$ cat src/rtl/nearest_hit_pkg.sv
// nearest_hit_reduce shared types and helpers.
// FSM encoding, empty-record value and the hit update rule.
package nearest_hit_pkg;

  typedef enum logic {
    S_READ  = 1'b0,
    S_WRITE = 1'b1
  } state_e;

  localparam logic signed [31:0] T_MAX = 32'sh7FFF_FFFF;

  // A candidate replaces the current best only if it is a valid hit
  // and strictly nearer, so ties keep the earlier index.
  function automatic logic hit_better(
    input logic signed [31:0] t,
    input logic signed [31:0] eps,
    input logic signed [31:0] best_t,
    input logic               best_hit
  );
    return (t > eps) && (!best_hit || (t < best_t));
  endfunction

endpackage

$ cat src/rtl/nearest_hit_reduce.sv
// Nearest valid hit reduction over fixed-size candidate groups.
// Pops N_ITEMS t values, emits one {t, idx, hit} record per group.
module nearest_hit_reduce
  import nearest_hit_pkg::*;
#(
  parameter int               Q_BITS  = 16,
  parameter int               N_ITEMS = 16,
  parameter int               IDX_W   = $clog2(N_ITEMS),
  parameter logic signed [31:0] EPS   = 32'sd64
) (
  input  logic                    clock,
  input  logic                    reset,
  input  logic signed [31:0]      in_dout,
  input  logic                    in_empty,
  output logic                    in_rd_en,
  output logic signed [31:0]      out_t,
  output logic [IDX_W-1:0]        out_idx,
  output logic                    out_hit,
  input  logic                    out_full,
  output logic                    out_wr_en
);

  if (N_ITEMS < 2 || Q_BITS < 0 || Q_BITS > 31) begin : g_bad_param
    $error("nearest_hit_reduce: unsupported N_ITEMS or Q_BITS");
  end

  localparam logic [IDX_W-1:0] LAST = IDX_W'(N_ITEMS - 1);

  state_e             state_q, state_d;
  logic [IDX_W-1:0]   cnt_q, cnt_d;
  logic signed [31:0] best_t_q, best_t_d;
  logic [IDX_W-1:0]   best_idx_q, best_idx_d;
  logic               best_hit_q, best_hit_d;

  assign out_t   = best_t_q;
  assign out_idx = best_idx_q;
  assign out_hit = best_hit_q;

  // State and running-best registers; reset discards any partial group.
  always_ff @(posedge clock) begin
    if (reset) begin
      state_q    <= S_READ;
      cnt_q      <= '0;
      best_t_q   <= T_MAX;
      best_idx_q <= '0;
      best_hit_q <= 1'b0;
    end else begin
      state_q    <= state_d;
      cnt_q      <= cnt_d;
      best_t_q   <= best_t_d;
      best_idx_q <= best_idx_d;
      best_hit_q <= best_hit_d;
    end
  end

  // Pop/compare while reading, then hold the record until it is written.
  always_comb begin
    state_d    = state_q;
    cnt_d      = cnt_q;
    best_t_d   = best_t_q;
    best_idx_d = best_idx_q;
    best_hit_d = best_hit_q;
    in_rd_en   = 1'b0;
    out_wr_en  = 1'b0;
    unique case (state_q)
      S_READ: begin
        in_rd_en = !in_empty;
        if (!in_empty) begin
          if (hit_better(in_dout, EPS, best_t_q, best_hit_q)) begin
            best_t_d   = in_dout;
            best_idx_d = cnt_q;
            best_hit_d = 1'b1;
          end
          if (cnt_q == LAST) begin
            cnt_d   = '0;
            state_d = S_WRITE;
          end else begin
            cnt_d = cnt_q + 1'b1;
          end
        end
      end
      S_WRITE: begin
        out_wr_en = !out_full;
        if (!out_full) begin
          best_t_d   = T_MAX;
          best_idx_d = '0;
          best_hit_d = 1'b0;
          state_d    = S_READ;
        end
      end
      default: begin
        state_d = S_READ;
      end
    endcase
  end

endmodule

$ cat config.mk
export PLATFORM = sky130hd
export DESIGN_NAME = nearest_hit_reduce
export DESIGN_NICKNAME = d
export VERILOG_FILES = /design/src/rtl/nearest_hit_pkg.sv /design/src/rtl/nearest_hit_reduce.sv
export SDC_FILE = /design/constraint.sdc
export NUM_CORES = 1
export LEC_CHECK = 0
export ABC_AREA = 1
export CAP_MARGIN = 20
export CORE_ASPECT_RATIO = 2
export CORE_MARGIN = 8
export CORE_UTILIZATION = 35
export DETAILED_ROUTE_END_ITERATION = 10
export MAX_ROUTING_LAYER = met4
export PLACE_DENSITY = 0.56
export SYNTH_ARGS = -nofsm -noshare
export SYNTH_HDL_FRONTEND = slang
export SYNTH_SLANG_ARGS = --single-unit
$ cat constraint.sdc
create_clock -name clock -period 3.6 [get_ports clock]
set_input_delay 0.36 -clock clock [delete_from_list [all_inputs] [get_ports clock]]
set_output_delay 0.36 -clock clock [all_outputs]
set_load 0.05 [all_outputs]
# Yosys cells after proc, flatten, opt, wreduce, memory -nomap -nowiden
# Cells that the tools add are included.
[totals]
input_bits = 36
ff_bits = 42
[classes]
bitwise = 2
magnitude_cmp = 2
reduce_logical = 7
addsub = 1
n_eq_ne = 4
muxes = 19
[op_table]
columns = ["cell", "count"]
rows = [
  ["$mux 32", 3],
  ["$pmux 32 s2", 1],
  ["$gt 32x8->1 const B", 1],
  ["$lt 32x32->1", 1],
  ["$mux 4", 4],
  ["$mux 1", 8],
  ["$pmux 4 s2", 1],
  ["$ne 2x2->1 const B", 3],
  ["$add 4x1->4 const B", 1],
  ["$eq 4x4->1 const B", 1],
  ["$pmux 1 s2", 2],
  ["$logic_not 1->1", 3],
  ["$reduce_and 3->1", 1],
  ["$not 1->1", 2],
  ["$reduce_and 2->1", 1],
  ["$logic_and 1x1->1", 1],
  ["$logic_or 1x1->1", 1],
]

# Longest topological paths before layout
[depth]
depth_word = 6
mapped_depth = 19
ltp_nobuf = 18

# Worst setup path before layout
# No wires, ideal clock.
[synth_timing]
path_type = "register to register"
from = "reg best_t_q[31], in the netlist out_t[31]"
to = "reg best_t_q[0], in the netlist out_t[0]"
required_ns = 3.457
path_buffers = 1
path_stages_with_launch = 15
t_arrival_ns = 2.299
synth_period_minus_slack_ns = 2.442
setup_ns = 0.143
setup_slack_ns = 1.158
cell_sequence = "dfxtp_1 inv_1 ha_1 a21oi_1 o21a_1 nand2_1 a21oi_4 nand2_2 nand2_2 nand3_4 nand2_8 nand2_8 buf_12 nand2_4 nand3_2"
[synth_via]
elab_chain_cells = 5
[synth_rtl]
columns = ["item", "line", "rtl"]
rows = [
  ["from (decl)", "nearest_hit_reduce.sv:31", "logic signed [31:0] best_t_q, best_t_d;"],
  ["from (signal assigned)", "nearest_hit_reduce.sv:50", "best_t_q <= best_t_d;"],
  ["$lt 32x32->1", "nearest_hit_pkg.sv:20", "return (t > eps) && (!best_hit || (t < best_t));"],
  ["$logic_or 1x1->1", "nearest_hit_pkg.sv:20", ""],
  ["$logic_and 1x1->1", "nearest_hit_pkg.sv:20", ""],
  ["$ne 2x2->1 (no source line)", "-", ""],
  ["$reduce_and 3->1 (no source line)", "-", ""],
]
# Every way passes these cells.
# A chain may end at the register's enable or synchronous reset.

# Worst setup path after layout
[layout_timing]
from = "in in_dout[31]"
to = "reg best_t_q[9], in the netlist out_t[9]"
[layout_via]
elab_chain_cells = 5
word_cells_on_any_way = 6
classes_between = "2 x order compare; 1 x eq/ne; 3 x reduce/logical"
[layout_rtl]
columns = ["item", "line", "rtl"]
rows = [
  ["from (decl)", "nearest_hit_reduce.sv:13", "input logic signed [31:0] in_dout,"],
  ["$lt 32x32->1", "nearest_hit_pkg.sv:20", ""],
  ["$logic_or 1x1->1", "nearest_hit_pkg.sv:20", ""],
  ["$logic_and 1x1->1 *", "nearest_hit_pkg.sv:20", ""],
  ["$ne 2x2->1 (no source line) *", "-", ""],
  ["$reduce_and 3->1 (no source line) *", "-", ""],
]
# Every way passes the cells marked *; elsewhere a longest branch is shown, timed or not.

==> parameters.txt <==
Parameter                              Value

Status
  Outcome ... completed

Clock network
  Clock latency on the worst-skew pair ... slightly below 0.3 ns
  Maximum number of buffers from clock root to sink ... 2
  Post-cts repair resize count ... 0
  TritonCTS clock tree ... done
  Cell at the root of the clock tree ... sky130_fd_sc_hd__clkbuf_16
  Sink Count ... 42
  Post-CTS Setup Bufs ... 0
  Clock-pin transition on the worst setup and hold timing paths ... 0.06 ns
  Hold buffer count at CTS ... 0
  Number of buffers added by the clock tree synthesis step ... 5
  Deepest level of the CTS H-tree ... 2

Synth
  Net count after synthesis ... 457
  Cell taking the most area after synthesis ... sky130_fd_sc_hd__dfxtp_1
  Synth area leaders ... sky130_fd_sc_hd__dfxtp_1, sky130_fd_sc_hd__ha_1, sky130_fd_sc_hd__nand2_4
  Cell area after technology mapping ... around 3200 um^2
  Number of synthesis warnings ... 0
  Most frequent cell after synthesis ... sky130_fd_sc_hd__inv_1
  Proportion of register bits with asynchronous set or reset after synthesis ... 0%
  Commonest register cell after synthesis ... sky130_fd_sc_hd__dfxtp_1
  Number of flops mapped to enable cells by yosys ... 0
  Sequential-to-total area share from yosys stat ... 26.5%
  Top cells by count, synth ... sky130_fd_sc_hd__inv_1, sky130_fd_sc_hd__nand2_1, sky130_fd_sc_hd__nand3_1
  Number of register bits inferred by synthesis ... 42
  Count of mapped cells out of synthesis ... 389
  Mapped Avg Cell Area ... 8.16 um^2
  Area fraction of the dominant cell type after synthesis ... 26.5%
  Distinct cell type count after synthesis ... 32

STA
  Final hold slack ... 0.491 ns
  Slew Limit Fails ... 0
  Setup WS post-layout ... 0.899 ns
  Unrepaired setup endpoints after global routing ... false
  Sum of negative setup slack ... 0 ns
  Maximum clock frequency ... 370 MHz
  Final Hold Violating Endpoints ... 0
  Crit share post-route ... 75.0%
  Finish-stage setup viols ... 0
  Worst rel slew slack ... 42.3%
  Time the final worst path needs with I/O delays and setup ... between 2 and 3 ns
  Transition at the pin with the smallest max-transition slack ... 0.865 ns
  Layout Skew ... a little over 0.006 ns

Routing
  DRC violation total after the first TritonRoute iteration ... 143
  Drc violations ... 0
  Via count ... around 2800
  DR WL/cell ... 15.7 um
  Via/cell ratio ... a little under 5
  Post-route ant nets ... 0
  Post-Route WL ... 8820 um
  Number of search-and-repair iterations in the first detailed-routing pass ... 4

Power
  Total power per unit cell area ... 360 nW/um^2
  Relative contribution of the clock network to total power ... 35.6%
  Pint ... 1.00 mW
  Pleak ... roughly 2.3 nW
  Combinational group share of total power ... about 30%
  Sw Ratio ... 32.3%
  Final Total Pwr ... approximately 1.5 mW
  Switching power of the nets ... 0.479 mW
  Maximum ir drop on the vdd rail ... 0.170 mV
  Proportion of power drawn by flip-flops and latches ... a little over a third

Floorplanning
  Cell row count ... 49
  Die Span X ... approximately 83 um
  Initial standard-cell utilization of the core ... 35.7%
  Core region area ... 8890 um^2
  Vertical die dimension ... 151 um
  Die area ... 12600 um^2
  Ports ... 75

Worst setup path
  Critical-path maximum fanout ... 37
  Data arrival time of the critical path ... 2.84 ns
  Worst reg-to-reg setup slack ... 1.03 ns
  Required time at the worst-slack endpoint ... 3.74 ns
  Endpoint of the worst-slack reg-to-reg timing path ... out_t[9]$_SDFFE_PP1P_
  Origin of the critical flop-to-flop path ... out_t[21]$_SDFFE_PP1P_
  R2R cell count ... 14
  Startpoint kind of the worst setup timing path ... input pin
  Endpoint kind of the worst setup timing path ... flip-flop
  Critical path startpoint ... in_dout[31]
  Worst setup path category ... input pin to flip-flop

Layout
  # fillers ... 890
  Area growth from synthesis to layout ... 29.7%
  Final instance area ... roughly 4000 um^2
  Final nets ... 526
  Diodes inserted ... 0
  Final core utilization ... 46.3%
  Final instance count without filler cells ... 560
  Ratio of cells with drive above 1 in the final layout ... 22.7%

Placed design
  Half-perimeter wire length after placement ... 6800 um
  DP Cell Count ... 553
  Area of placed instances ... around 3900 um^2
  Routability-driven placement congestion ratio ... 0.829
  Count of port buffers added during placement ... 74
  Worst slack at placement ... 0.566 ns

Global route
  Antenna violations before repair ... 0
  Pin count of the biggest net entering global routing ... 38
  Via count of the first global-routing pass ... a little under 3000
  Total grt overflow ... 0
  Global-route wire length before repair ... 14200 um
  Overall global routing resource usage ... 14.5%

Worst hold path
  Hold wc startpoint ... out_idx[1]$_SDFFE_PP0P_
  Destination of the worst hold path ... out_idx[1]$_SDFFE_PP0P_
  Hold Crit Class ... flip-flop to flip-flop
  Cell count of the worst hold path ... 2

Flow run
  Max_cap viols ... 0
[metal layers]
metal  part of all wire [%]  wire length [um]  global-route usage, %
met2                     57              5000                   28.2
met4                    2.5               220                   6.37
met1                     38              3330                   13.5
met3                    3.0               264                   2.00
met5                      0                 0                      -
[power by group through the flow]
stage	registers, mW	clock network (mW)	logic, mW
floorplan	0.618	0	0.212
global placement	0.533	0	0.429
detailed placement	0.533	0	0.436
CTS	0.523	0.535	0.439
global route	0.527	0.557	0.470
finish	0.522	0.528	0.433
[logic make-up after synthesis]
group                      share of synthesized area (%)
adders and majority gates                           12.6
buffers and inverters                               11.0
and+or+nand+nor                                     44.0
xor gates and xnor gates                           0.552
DFF                                                 26.5
AOI/OAI and AO/OA                                   5.32
[cell usage in the layout, fill, tap and decap left out, types with 5 or more instances in the layout]
| master | n |
|---|---|
| sky130_fd_sc_hd__nand3_1 | 43 |
| sky130_fd_sc_hd__clkbuf_16 | 5 |
| sky130_fd_sc_hd__clkdlybuf4s50_1 | 74 |
| sky130_fd_sc_hd__nor2_1 | 15 |
| sky130_fd_sc_hd__nand3_2 | 31 |
| sky130_fd_sc_hd__dfxtp_1 | 42 |
| sky130_fd_sc_hd__ha_1 | 32 |
| sky130_fd_sc_hd__inv_1 | 56 |
| sky130_fd_sc_hd__or2_2 | 14 |
| sky130_fd_sc_hd__a21oi_1 | 19 |
| sky130_fd_sc_hd__nand2_4 | 29 |
| sky130_fd_sc_hd__nand4_1 | 7 |
| sky130_fd_sc_hd__nand2_1 | 52 |
[critical path, cell delays in order]
cell and delay (ns):
sky130_fd_sc_hd__clkdlybuf4s50_1 0.46, sky130_fd_sc_hd__ha_1 0.38, sky130_fd_sc_hd__a21oi_1 0.18, sky130_fd_sc_hd__o21a_1 0.13
sky130_fd_sc_hd__nand2_1 0.08, sky130_fd_sc_hd__a21oi_4 0.15, sky130_fd_sc_hd__nand2_2 0.07, sky130_fd_sc_hd__nand2_2 0.07
sky130_fd_sc_hd__nand3_4 0.11, sky130_fd_sc_hd__nand2_8 0.25, sky130_fd_sc_hd__nand2_8 0.37, sky130_fd_sc_hd__nand2_4 0.15
sky130_fd_sc_hd__nand3_2 0.06
[sequential cells by signal, indices dropped and copies added (netlist names)]
name and flops:
out_hit 1, cnt_q 4, out_t 32, state_q 1, out_idx 4
[layout make-up]
class	count	area (um^2)	share of cell area [%]
tap	102	128	3.10
sequential	42	841	20.4
timing repair buffer	77	763	18.5
multi-input combinational	271	1980	48.2
inverter	61	231	5.62
clock inverter	1	30.0	0.729
clock buffer	6	139	3.37
[how the worst max path moves through the flow]
stage / to / slack (ns) / cells after the start
finish: out_t[9]$_SDFFE_PP1P_ / 0.90 / 13
global route: out_t[13]$_SDFFE_PP1P_ / 0.68 / 14
CTS: out_t[10]$_SDFFE_PP1P_ / 0.87 / 16
detailed placement: out_t[10]$_SDFFE_PP1P_ / 0.57 / 16
global placement: out_t[12]$_SDFFE_PP1P_ / 0.60 / 14
floorplan: out_t[0]$_SDFFE_PP1P_ / 1.16 / 14
Power figures use the tool's default switching activity.
